--- src/rtl/vga_pkg.sv ---
// Shared constants, payload types and helpers for the parametrised VGA timing generator.
package vga_pkg;

  localparam int unsigned SYNC_NEG = 0;
  localparam int unsigned SYNC_POS = 1;

  // 640x480@60: 25 MHz pixel clock derived from a 50 MHz system clock.
  localparam int unsigned VGA640_CLK_DIV  = 2;
  localparam int unsigned VGA640_H_ACTIVE = 640;
  localparam int unsigned VGA640_H_FRONT  = 16;
  localparam int unsigned VGA640_H_PULSE  = 96;
  localparam int unsigned VGA640_H_BACK   = 48;
  localparam int unsigned VGA640_V_ACTIVE = 480;
  localparam int unsigned VGA640_V_FRONT  = 10;
  localparam int unsigned VGA640_V_PULSE  = 2;
  localparam int unsigned VGA640_V_BACK   = 33;
  localparam int unsigned VGA640_POL      = SYNC_NEG;

  // 800x600@72: pixel clock equals the 50 MHz system clock.
  localparam int unsigned SVGA800_CLK_DIV  = 1;
  localparam int unsigned SVGA800_H_ACTIVE = 800;
  localparam int unsigned SVGA800_H_FRONT  = 56;
  localparam int unsigned SVGA800_H_PULSE  = 120;
  localparam int unsigned SVGA800_H_BACK   = 64;
  localparam int unsigned SVGA800_V_ACTIVE = 600;
  localparam int unsigned SVGA800_V_FRONT  = 37;
  localparam int unsigned SVGA800_V_PULSE  = 6;
  localparam int unsigned SVGA800_V_BACK   = 23;
  localparam int unsigned SVGA800_POL      = SYNC_POS;

  // One pipeline stage of the video control signals, stored at output polarity.
  typedef struct packed {
    logic hsync;
    logic vsync;
    logic bright;
  } vid_ctrl_t;

  // Bits needed to hold value-1; used to size counters from totals.
  function automatic int unsigned clog2(input int unsigned value);
    int unsigned result;
    result = 0;
    for (int i = 0; i < 32; i++) begin
      if ((32'd1 << i) < value) result = 32'(i + 1);
    end
    return result;
  endfunction

endpackage

--- src/rtl/vga_axis_counter.sv ---
// One timing axis: wrapping position counter plus sync and active-region decode.
module vga_axis_counter
  import vga_pkg::*;
#(
  parameter int unsigned ACTIVE = 640,
  parameter int unsigned FRONT  = 16,
  parameter int unsigned PULSE  = 96,
  parameter int unsigned BACK   = 48,
  parameter int unsigned POL    = SYNC_NEG,
  parameter int unsigned CNT_W  = 10
) (
  input  logic             clock,
  input  logic             clear,
  input  logic             step,
  output logic [CNT_W-1:0] count,
  output logic             wrap,
  output logic             syncLevel,
  output logic             active
);

  localparam int unsigned      EXT_W      = CNT_W + 1;
  localparam int unsigned      TOTAL      = ACTIVE + FRONT + PULSE + BACK;
  localparam logic [CNT_W-1:0] LAST       = CNT_W'(TOTAL - 1);
  localparam logic [EXT_W-1:0] ACT_END    = EXT_W'(ACTIVE);
  localparam logic [EXT_W-1:0] SYNC_START = EXT_W'(ACTIVE + FRONT);
  localparam logic [EXT_W-1:0] SYNC_END   = EXT_W'(ACTIVE + FRONT + PULSE);
  localparam logic             ASSERT_LVL = (POL != 0);

  logic [CNT_W-1:0] count_q, count_d;
  logic [EXT_W-1:0] count_ext_c;
  logic             last_c;
  logic             in_pulse_c;

  assign last_c = (count_q == LAST);

  always_comb begin
    count_d = count_q;
    if (step) count_d = last_c ? '0 : count_q + CNT_W'(1);
  end

  always_ff @(posedge clock) begin
    if (clear) count_q <= '0;
    else       count_q <= count_d;
  end

  // Widened so parameter sums near the counter limit compare correctly.
  assign count_ext_c = {1'b0, count_q};
  assign in_pulse_c  = (count_ext_c >= SYNC_START) && (count_ext_c < SYNC_END);

  assign count     = count_q;
  assign wrap      = last_c;
  assign syncLevel = in_pulse_c ? ASSERT_LVL : ~ASSERT_LVL;
  assign active    = (count_ext_c < ACT_END);

endmodule

--- src/rtl/vga_timing_gen.sv ---
// Parametrised VGA/SVGA timing: pixel-enable divider, H/V axis counters,
// delayed sync/bright pipeline and line/frame strobes for the fetch logic.
module vga_timing_gen
  import vga_pkg::*;
#(
  parameter int unsigned CLK_DIV    = VGA640_CLK_DIV,
  parameter int unsigned CNT_W      = 10,
  parameter int unsigned H_ACTIVE   = VGA640_H_ACTIVE,
  parameter int unsigned H_FRONT    = VGA640_H_FRONT,
  parameter int unsigned H_PULSE    = VGA640_H_PULSE,
  parameter int unsigned H_BACK     = VGA640_H_BACK,
  parameter int unsigned V_ACTIVE   = VGA640_V_ACTIVE,
  parameter int unsigned V_FRONT    = VGA640_V_FRONT,
  parameter int unsigned V_PULSE    = VGA640_V_PULSE,
  parameter int unsigned V_BACK     = VGA640_V_BACK,
  parameter int unsigned H_POL      = SYNC_NEG,
  parameter int unsigned V_POL      = SYNC_NEG,
  parameter int unsigned PIPE_DEPTH = 1
) (
  input  logic             clock,
  input  logic             clear,
  input  logic             enable,
  output logic             pixEn,
  output logic [CNT_W-1:0] hCount,
  output logic [CNT_W-1:0] vCount,
  output logic             hSync,
  output logic             vSync,
  output logic             bright,
  output logic             lineEnd,
  output logic             frameEnd
);

  localparam int unsigned      DIV_W    = (CLK_DIV > 1) ? clog2(CLK_DIV) : 1;
  localparam logic [DIV_W-1:0] DIV_LAST = DIV_W'(CLK_DIV - 1);
  localparam int unsigned      CTRL_W   = $bits(vid_ctrl_t);
  localparam int unsigned      PIPE_W   = CTRL_W * PIPE_DEPTH;
  localparam vid_ctrl_t        CTRL_IDLE = '{hsync: (H_POL == 0), vsync: (V_POL == 0), bright: 1'b0};

  logic [DIV_W-1:0]  div_q, div_d;
  logic [PIPE_W-1:0] pipe_q, pipe_d;
  logic [PIPE_W-1:0] pipe_shift_c;
  logic              div_last_c;
  logic              pix_en_c;
  logic              v_step_c;
  logic              line_end_c;
  logic              frame_end_c;
  logic              h_wrap_c, v_wrap_c;
  logic              h_sync_c, v_sync_c;
  logic              h_act_c, v_act_c;
  vid_ctrl_t         stage_in_c;
  vid_ctrl_t         ctrl_out_c;

  // Pixel enable: last divider phase, suppressed while frozen or clearing.
  assign div_last_c = (div_q == DIV_LAST);
  assign pix_en_c   = enable && !clear && div_last_c;

  always_comb begin
    div_d = div_q;
    if (enable) div_d = div_last_c ? '0 : div_q + DIV_W'(1);
  end

  assign v_step_c = pix_en_c && h_wrap_c;

  vga_axis_counter #(
    .ACTIVE (H_ACTIVE),
    .FRONT  (H_FRONT),
    .PULSE  (H_PULSE),
    .BACK   (H_BACK),
    .POL    (H_POL),
    .CNT_W  (CNT_W)
  ) u_h_axis (
    .clock     (clock),
    .clear     (clear),
    .step      (pix_en_c),
    .count     (hCount),
    .wrap      (h_wrap_c),
    .syncLevel (h_sync_c),
    .active    (h_act_c)
  );

  vga_axis_counter #(
    .ACTIVE (V_ACTIVE),
    .FRONT  (V_FRONT),
    .PULSE  (V_PULSE),
    .BACK   (V_BACK),
    .POL    (V_POL),
    .CNT_W  (CNT_W)
  ) u_v_axis (
    .clock     (clock),
    .clear     (clear),
    .step      (v_step_c),
    .count     (vCount),
    .wrap      (v_wrap_c),
    .syncLevel (v_sync_c),
    .active    (v_act_c)
  );

  assign stage_in_c = '{hsync: h_sync_c, vsync: v_sync_c, bright: h_act_c && v_act_c};

  // Newest stage enters at the bottom; the top stage drives the outputs.
  if (PIPE_DEPTH > 1) begin : g_shift
    assign pipe_shift_c = {pipe_q[PIPE_W-CTRL_W-1:0], stage_in_c};
  end else begin : g_single
    assign pipe_shift_c = stage_in_c;
  end

  always_comb begin
    pipe_d = pipe_q;
    if (pix_en_c) pipe_d = pipe_shift_c;
  end

  always_ff @(posedge clock) begin
    if (clear) begin
      div_q  <= '0;
      pipe_q <= {PIPE_DEPTH{CTRL_IDLE}};
    end else begin
      div_q  <= div_d;
      pipe_q <= pipe_d;
    end
  end

  assign ctrl_out_c  = pipe_q[PIPE_W-1 -: CTRL_W];
  assign line_end_c  = pix_en_c && h_wrap_c;
  assign frame_end_c = line_end_c && v_wrap_c;

  assign pixEn    = pix_en_c;
  assign hSync    = ctrl_out_c.hsync;
  assign vSync    = ctrl_out_c.vsync;
  assign bright   = ctrl_out_c.bright;
  assign lineEnd  = line_end_c;
  assign frameEnd = frame_end_c;

endmodule
--- config.mk ---
export PLATFORM = sky130hd
export DESIGN_NAME = vga_timing_gen
export DESIGN_NICKNAME = d
export VERILOG_FILES = /design/src/rtl/vga_pkg.sv /design/src/rtl/vga_axis_counter.sv /design/src/rtl/vga_timing_gen.sv
export SDC_FILE = /design/constraint.sdc
export NUM_CORES = 1
export LEC_CHECK = 0
export ABC_AREA = 1
export CELL_PAD_IN_SITES_DETAIL_PLACEMENT = 0
export CELL_PAD_IN_SITES_GLOBAL_PLACEMENT = 1
export CORE_MARGIN = 8
export CORE_UTILIZATION = 39
export CTS_CLUSTER_SIZE = 25
export DETAILED_ROUTE_END_ITERATION = 10
export MAX_ROUTING_LAYER = met4
export PLACE_DENSITY = 0.85
export SYNTH_ARGS = -nofsm -noshare
export SYNTH_HDL_FRONTEND = slang
export SYNTH_SLANG_ARGS = --single-unit
--- constraint.sdc ---
create_clock -name clock -period 2.6 [get_ports clock]
set_input_delay 0.39 -clock clock [delete_from_list [all_inputs] [get_ports clock]]
set_output_delay 0.39 -clock clock [all_outputs]
set_load 0.01 [all_outputs]
Word-level counts from Yosys, hierarchy flattened

Cells that the tools add are included.

Input bits: 3
Word-level logic and storage cells: 28
Output and inout port bits: 26
Register bits after elaboration: 24

Reductions and logical operators: 8
Add/subtract/negate cells: 3
Equality and inequality tests: 2
Multiplexer cells: 5
Order comparisons: 6

Operators with widths:

| operator              | count |
|---|---|
| $add 10x1->10 const B | 2 |
| $eq 10x10->1 const B  | 2 |
| $lt 10x10->1 const B  | 2 |
| $lt 10x9->1 const B   | 2 |
| $mux 10               | 2 |
| $ge 10x10->1 const B  | 1 |
| $ge 10x9->1 const B   | 1 |
| $logic_and 1x1->1     | 7 |
| $mux 1                | 3 |
| $add 1x1->1 const B   | 1 |
| $logic_not 1->1       | 1 |

Depth between registers and ports, before layout

Gate-level depths: netlist (run 1).

Word-level depth: 5
Gate-level depth with buffers: 10
Mapped depth without buffers: 9

Modules after synthesis

A second synthesis (run 1) with hierarchy kept.

Cell total of the unflattened synthesis: 192
Area, all modules: 1321.3 µm²

Modules (own cells, without submodules):

| module                       | times used | cells each | sequential area each (µm²) | area each (µm²) |
|---|---|---|---|---|
| vga_axis_counter at u_v_axis | 1          | 85         | 200.2                      | 595.6 |
| vga_axis_counter at u_h_axis | 1          | 83         | 200.2                      | 556.8 |
| vga_timing_gen               | 1          | 24         | 80.1                       | 168.9 |

Worst setup path after synthesis (run 1)

No wires, ideal clock.

Kind: reg-to-output
From: register u_h_axis.count_q[3] (netlist: u_h_axis.count[3])
To: output port frameEnd
Buffers on the path: 0
Cell stages (with the launch flop): 7
Data arrival time: 1.147 ns
Data required time: 2.210 ns
Slack: 1.063 ns
Path through: dfxtp_1 -> nand2_2 -> inv_1 -> nand3_1 -> nor2_2 -> nand2_1 -> nor2_1

Cells in the longest elaborated chain, start to end: 3

RTL lines:

| item                   | RTL line               | RTL |
|---|---|---|
| from (decl)            | vga_axis_counter.sv:29 | `logic [CNT_W-1:0] count_q, count_d;` |
| from (signal assigned) | vga_axis_counter.sv:43 | `else count_q <= count_d;` |
| $eq 10x10->1           | vga_axis_counter.sv:34 | `assign last_c = (count_q == LAST);` |
| $logic_and 1x1->1      | vga_timing_gen.sv:123  | `assign line_end_c = pix_en_c && h_wrap_c;` |
| $logic_and 1x1->1      | vga_timing_gen.sv:124  | `assign frame_end_c = line_end_c && v_wrap_c;` |
| to (decl)              | vga_timing_gen.sv:30   | `output logic frameEnd` |

Every way passes these cells.

Final worst setup path (run 1)

Ends and elaborated chain as after synthesis.

==> results of run 1 <==
==> layout make-up <==
cell class,count,area share
Sequential cell,24,0.2652
Multi-Input combinational cell,146,0.4448
Tap cell,48,0.03315
Clock buffer,4,0.03039
Timing Repair Buffer,30,0.1630
Inverter,30,0.06354
==> metal layers <==
layer | vias up | wire length, µm | part of all wire
met5 | - | 0 | 0
met2 | 31 | 1421 | 0.42
met1 | 564 | 1826 | 0.54
li1 | 704 | - | -
met3 | 5 | 96 | 0.028
met4 | 0 | 33 | 0.0098
==> kinds of logic after synthesis <==
| kind of cell | share of synthesized area |
|---|---|
| and+or+nand+nor | 0.4056 |
| AOI/OAI and AO/OA | 0.07693 |
| xor gates and xnor gates | 0.03671 |
| buffers and inverters | 0.1014 |
| adders and majority gates | 0.04371 |
| DFF | 0.3357 |
==> how the worst max path moves through the flow <==
| stage | to | cells past startpoint |
|---|---|---|
| final | frameEnd | 7 |
| after CTS | frameEnd | 7 |
| after floorplan | frameEnd | 6 |
| after global placement | pixEn | 5 |
| after detailed placement | frameEnd | 6 |
| after global routing | frameEnd | 7 |
==> critical path, stage by stage (launching register included) <==
cell and delay [ns]:
dfxtp_1 0.47, nand2_2 0.15, inv_1 0.08, nand3_1 0.08
nor2_2 0.16, nand2_1 0.10, nor2_1 0.13, clkdlybuf4s50_1 0.55
==> power by group <==
group,total (mW),internal [mW],switching [mW]
Clock,0.262,0.135,0.127
Combinational,0.0306,0.0126,0.0180
Sequential,0.372,0.370,0.00206
Total,0.665,0.518,0.147
==> placed cells by master, fill, tap and decap left out, types with 4 or more instances in the layout <==
cell,netlist,layout
a21oi_1,7,7
clkbuf_8,0,4
clkdlybuf4s50_1,0,28
dfxtp_1,24,24
ha_1,5,5
inv_1,26,26
nand2_1,42,42
nand3_1,12,12
nor2_1,34,34
nor3_1,6,6
xor2_1,6,6
==> registers in the layout (all words and copies together), names as in the netlist <==
signal,cells
ctrl_out_c,3
u_h_axis.count,10
u_v_axis.count,10
div_last_c,1
==> through the flow <==
stage | instance area, µm² | util | setup WS [ns] | total power, mW | instances
finish | 1812 | 0.5024 | 0.2112 | 0.6650 | 282
global route | 1812 | 0.5024 | 0.04453 | 0.6888 | 282
CTS | 1812 | 0.5024 | 0.1718 | 0.6742 | 282
detailed placement | 1757 | 0.4872 | 0.3711 | 0.4120 | 278
global placement | 1757 | 0.4872 | 0.3893 | 0.4118 | 278
floorplan | 1431 | - | 1.063 | 0.3984 | 203
==> impl_metrics.py, run 1 <==
metrics = {
    "status": {
        "status": "finished, final reports clean",
    },
    "synthesis": {
        "ys_seq_area_frac": 0.3357,
        "synth_edf_count": 0,
        "synth_top_area_frac": 0.3357,
        "ys_warn_count": 0,
        "synth_nets": 211,
        "async_flop_share": 0,
        "synth_seq_cells": 24,
        "synth_cells": 203,
        "yosys.area.top_type": "dfxtp_1",
        "synth_ff_type": "dfxtp_1",
        "postSynthAreaPerCell_um2": 7.051,
        "synth_most_common_cell": "nand2_1",
        "yosys-top-cells-area": "dfxtp_1, nand2_1, nor2_1",
        "ys_top_cells_by_count": "nand2_1, nor2_1, inv_1",
        "synth_cell_types": 34,
        "netlist_area_mm2": 0.001431,
    },
    "setup_path": {
        "worstPathRequired_ns": 2.21,
        "critPathKind": "flip-flop to output port",
        "r2r_cells": 7,
        "crit_start": "u_h_axis.count[3]$_SDFFE_PP0N_",
        "start_kind": "flip-flop",
        "timing.rr.start": "u_h_axis.count[0]$_SDFFE_PP0N_",
        "r2r_setup_slack_ns": 0.91,
        "path_max_fanout": 6,
        "reg2reg_to": "u_h_axis.count[9]$_SDFFE_PP0N_",
        "cp.arrival_ns": 2.00,
        "endpoint_kind": "output port",
    },
    "cts": {
        "cts_tree": "done",
        "cts_buffer_depth": 2,
        "numCtsBuffers": 3,
        "path_clk_slew_ns": 0.09,
        "htree_num_levels": 1,
        "ctsResizeCount": 0,
        "cts.sinks": 24,
        "clk_latency_ns": 0.27,
        "cts_setup_buffers": 0,
        "cts_hold_buf": 0,
        "cts-root-buf": "clkbuf_8",
    },
    "floorplan": {
        "dieArea_mm2": 0.005865,
        "die_y_um": 76.58,
        "die_w_um": 76.58,
        "start_util": 0.3969,
        "pin_count": 29,
        "coreArea_mm2": 0.003606,
        "row_count": 22,
    },
    "route": {
        "avgViaCountPerCell": 4.624,
        "drt-initial-drc-count": 108,
        "post_drt_wl_per_cell_um": 11.97,
        "antenna_left": 0,
        "firstDrtPassIters": 4,
        "via_count": 1304,
        "drcViolationCount": 0,
        "drt-total-wl_mm": 3.376,
    },
    "min_path": {
        "min_to": "ctrl_out_c[0]$_SDFFE_PP0N_",
        "whs_path_depth": 2,
        "hold_class": "flip-flop to flip-flop",
        "hold_path_startpoint": "ctrl_out_c[0]$_SDFFE_PP0N_",
    },
    "layout": {
        "fillers": 360,
        "seq_area_um2": 480.5,
        "multi_input_comb_area_um2": 805.8,
        "syn_to_final_growth_pct": 26.57,
        "drive_above_1_share": 0.1154,
        "layout.nets": 243,
        "antenna_cells": 0,
    },
    "sta": {
        "rsz0062_at_grt": "false",
        "tightest_slew_ns": 0.4201,
        "fin_hold_ws_ns": 0.4527,
        "hold_viol": 0,
        "maxClockFrequency_mhz": 418.6,
        "fin_crit_sh": 0.9188,
        "tns_ns": 0,
        "finalCriticalPeriod_ns": 2.389,
        "finalMaxSlewViolations": 0,
        "slew_headroom": 0.7178,
        "setup_viol": 0,
        "finalClockSkew_ns": 0.001597,
    },
    "global_route": {
        "use_met3": 0.01651,
        "grt.busiest_layer": "met2",
        "grt_first_pass_wirelength_mm": 5.706,
        "grt_pass1_vias": 1247,
        "grt_usage": 0.1164,
        "grt_start_max_net_pins": 14,
        "use_met1": 0.1513,
        "use_met2": 0.1791,
        "grt_overflow": 0,
        "antenna_found_initial": 0,
    },
    "place": {
        "place.port_buffers": 28,
        "gp_congestion": 0.8310,
        "hpwlAfterDp_mm": 2.599,
    },
    "pwr": {
        "vdd_ir_drop_max_mv": 0.1690,
        "p_per_area_mw_per_mm2": 367.1,
        "p_leak_nw": 0.7274,
    },
    "flow_run": {
        "max_cap_violations": 0,
    },
}
No activity file was read; power rests on OpenSTA's default activity.
==> inputs of run 2 (changes only) <==
--- a/config.mk
+++ b/config.mk
@@ -10,10 +10,12 @@
 export CELL_PAD_IN_SITES_GLOBAL_PLACEMENT = 1
 export CORE_MARGIN = 8
 export CORE_UTILIZATION = 39
+export CTS_BUF_LIST = sky130_fd_sc_hd__clkbuf_4 sky130_fd_sc_hd__clkbuf_8 sky130_fd_sc_hd__clkbuf_16
 export CTS_CLUSTER_SIZE = 25
 export DETAILED_ROUTE_END_ITERATION = 10
 export MAX_ROUTING_LAYER = met4
 export PLACE_DENSITY = 0.85
+export SLEW_MARGIN = 20
 export SYNTH_ARGS = -nofsm -noshare
 export SYNTH_HDL_FRONTEND = slang
 export SYNTH_SLANG_ARGS = --single-unit
==> results of run 2 <==
Final layout, timing and power as in run 1 (identical DEF).
==> inputs of run 3 (changes only) <==
--- a/config.mk
+++ b/config.mk
@@ -13,6 +13,8 @@
 export CTS_BUF_LIST = sky130_fd_sc_hd__clkbuf_4 sky130_fd_sc_hd__clkbuf_8 sky130_fd_sc_hd__clkbuf_16
 export CTS_CLUSTER_SIZE = 25
 export DETAILED_ROUTE_END_ITERATION = 10
+export GPL_ROUTABILITY_DRIVEN = 0
+export GPL_TIMING_DRIVEN = 0
 export MAX_ROUTING_LAYER = met4
 export PLACE_DENSITY = 0.85
 export SLEW_MARGIN = 20
==> run 3 against run 2 <==
Clock power up 26%. Clock-buffer cell count down 1. Critical path depth down 1. Setup slack worse by 0.051 ns. Sequential power about the same. First-iteration DRC count down 19%. Core utilization up 0.87 points. Register-to-register slack better by 0.13 ns. Final cell count up 0.35%. Fmax down 2.1%. Non-clock buffer count up 1. Sequential cell count unchanged. Highest routed layer unchanged.
==> impl_metrics.py, run 3 (synthesis gave the netlist of run 1 again) <==
metrics = {
    "status": {
        "status": "finished, final reports clean",
    },
    "layout": {
        "antenna_cells": 0,
        "fin_util": 0.5111,
        "final_cell_mix": "nand2_1, nor2_1, clkdlybuf4s50_1, inv_1, dfxtp_1",
        "drive_above_1_share": 0.1149,
        "syn_to_final_growth_pct": 28.76,
        "layout.nets": 244,
        "final_common_cell": "nand2_1",
    },
    "floorplan": {
        "dieArea_mm2": 0.005865,
        "pin_count": 29,
        "die_w_um": 76.58,
        "die_y_um": 76.58,
        "start_util": 0.3969,
        "row_count": 22,
        "coreArea_mm2": 0.003606,
    },
    "setup_path": {
        "cp_top_family": "buffers and inverters",
        "worstPathRequired_ns": 2.21,
        "critPathBufInv": 3,
        "cp_common_cell": "clkdlybuf4s50_1",
        "endpoint_kind": "output port",
        "start_kind": "input pin",
        "critPathKind": "input pin to output port",
        "critPathMaxStageDelay_ns": 0.55,
        "cp.arrival_ns": 2.05,
        "path_cells": "clkdlybuf4s50_1 -> nor2_4 -> buf_8 -> nand2_1 -> nor2_1 -> clkdlybuf4s50_1",
        "crit_path_top_delay_cell": "clkdlybuf4s50_1",
        "path_max_fanout": 10,
    },
    "sta": {
        "rsz0062_at_grt": "false",
        "tightest_slew_ns": 0.5282,
        "tns_ns": 0,
        "finalCriticalPeriod_ns": 2.439,
        "maxClockFrequency_mhz": 409.9,
        "hold_viol": 0,
        "setup_viol": 0,
        "finalMaxSlewViolations": 0,
        "finalClockSkew_ns": 0.005147,
        "fin_crit_sh": 0.9383,
        "slew_headroom": 0.6478,
    },
    "cts": {
        "cts_setup_buffers": 0,
        "cts_hold_buf": 0,
        "clk_latency_ns": 0.27,
        "cts_buffer_depth": 2,
        "cts_tree": "done",
        "path_clk_slew_ns": 0.09,
        "numCtsBuffers": 3,
        "htree_num_levels": 1,
        "cts.sinks": 24,
        "ctsResizeCount": 0,
        "cts-root-buf": "clkbuf_8",
    },
    "global_route": {
        "grt_start_max_net_pins": 15,
        "antenna_found_initial": 0,
        "grt_pass1_vias": 1215,
        "grt_overflow": 0,
        "grt_first_pass_wirelength_mm": 5.789,
        "grt_usage": 0.1190,
    },
    "pwr": {
        "p_per_area_mw_per_mm2": 397.2,
        "vdd_ir_drop_max_mv": 0.1594,
        "p_leak_nw": 0.7385,
    },
    "place": {
        "place.port_buffers": 28,
        "hpwlAfterDp_mm": 2.621,
    },
    "route": {
        "drt-initial-drc-count": 88,
        "avgViaCountPerCell": 4.633,
        "drt-total-wl_mm": 3.392,
        "via_count": 1311,
        "post_drt_wl_per_cell_um": 11.99,
        "antenna_left": 0,
        "firstDrtPassIters": 4,
        "drcViolationCount": 0,
    },
    "min_path": {
        "hold_class": "flip-flop to flip-flop",
    },
    "flow_run": {
        "max_cap_violations": 0,
    },
}
[run 3: layout make-up]
cell class / count / area, µm²
fillers: 377 / 1763
multi-input cells: 146 / 805.8
flip-flops and latches: 24 / 480.5
repair buffers: 28 / 280.3
inverters: 30 / 115.1
well taps: 48 / 60.06
clock buffers: 3 / 41.29
clock inverters: 1 / 30.03
plain buffers: 3 / 30.03
[run 3: final timing paths]
path	cells past startpoint	slack, ns	to	startpoint
max	6	0.16	frameEnd	clear
min	2	0.46	ctrl_out_c[0]$_SDFFE_PP0N_	ctrl_out_c[0]$_SDFFE_PP0N_
min reg2reg	2	0.46	ctrl_out_c[0]$_SDFFE_PP0N_	ctrl_out_c[0]$_SDFFE_PP0N_
max reg2reg	7	1.04	u_h_axis.count[9]$_SDFFE_PP0N_	u_h_axis.count[1]$_SDFFE_PP0N_
[run 3: metal layers]
metal  vias to the layer above  routed length (µm)  track usage
li1                        705                   -            -
met1                       569                1750       0.1563
met2                        35                1429       0.1765
met3                         2                 180      0.02358
met4                         0                  31      0.04038
met5                         -                   0            -
[run 3: through the flow]
| step | hold slack [ns] | cell area (µm²) | power (mW) | cells | worst slack, ns |
|---|---|---|---|---|---|
| after floorplan | 0.4708 | 1431 | 0.3984 | 203 | 1.063 |
| after global placement | 0.4417 | 1772 | 0.4124 | 279 | 0.1909 |
| after detailed placement | 0.4470 | 1772 | 0.4125 | 279 | 0.1590 |
| after CTS | 0.4625 | 1843 | 0.7417 | 283 | 0.1551 |
| after global routing | 0.4857 | 1843 | 0.7576 | 283 | 0.03428 |
| final | 0.4571 | 1843 | 0.7320 | 283 | 0.1605 |
[run 3: power by group]
group | internal, mW | switching [mW]
Sequential | 0.370 | 0.00212
Combinational | 0.0126 | 0.0182
Clock | 0.206 | 0.123
[run 3: worst min-delay path, delay by kind of cell (launching register included)]
kind | cells | cell delay, ns
simple gates | 2 | 0.10
flops | 1 | 0.32
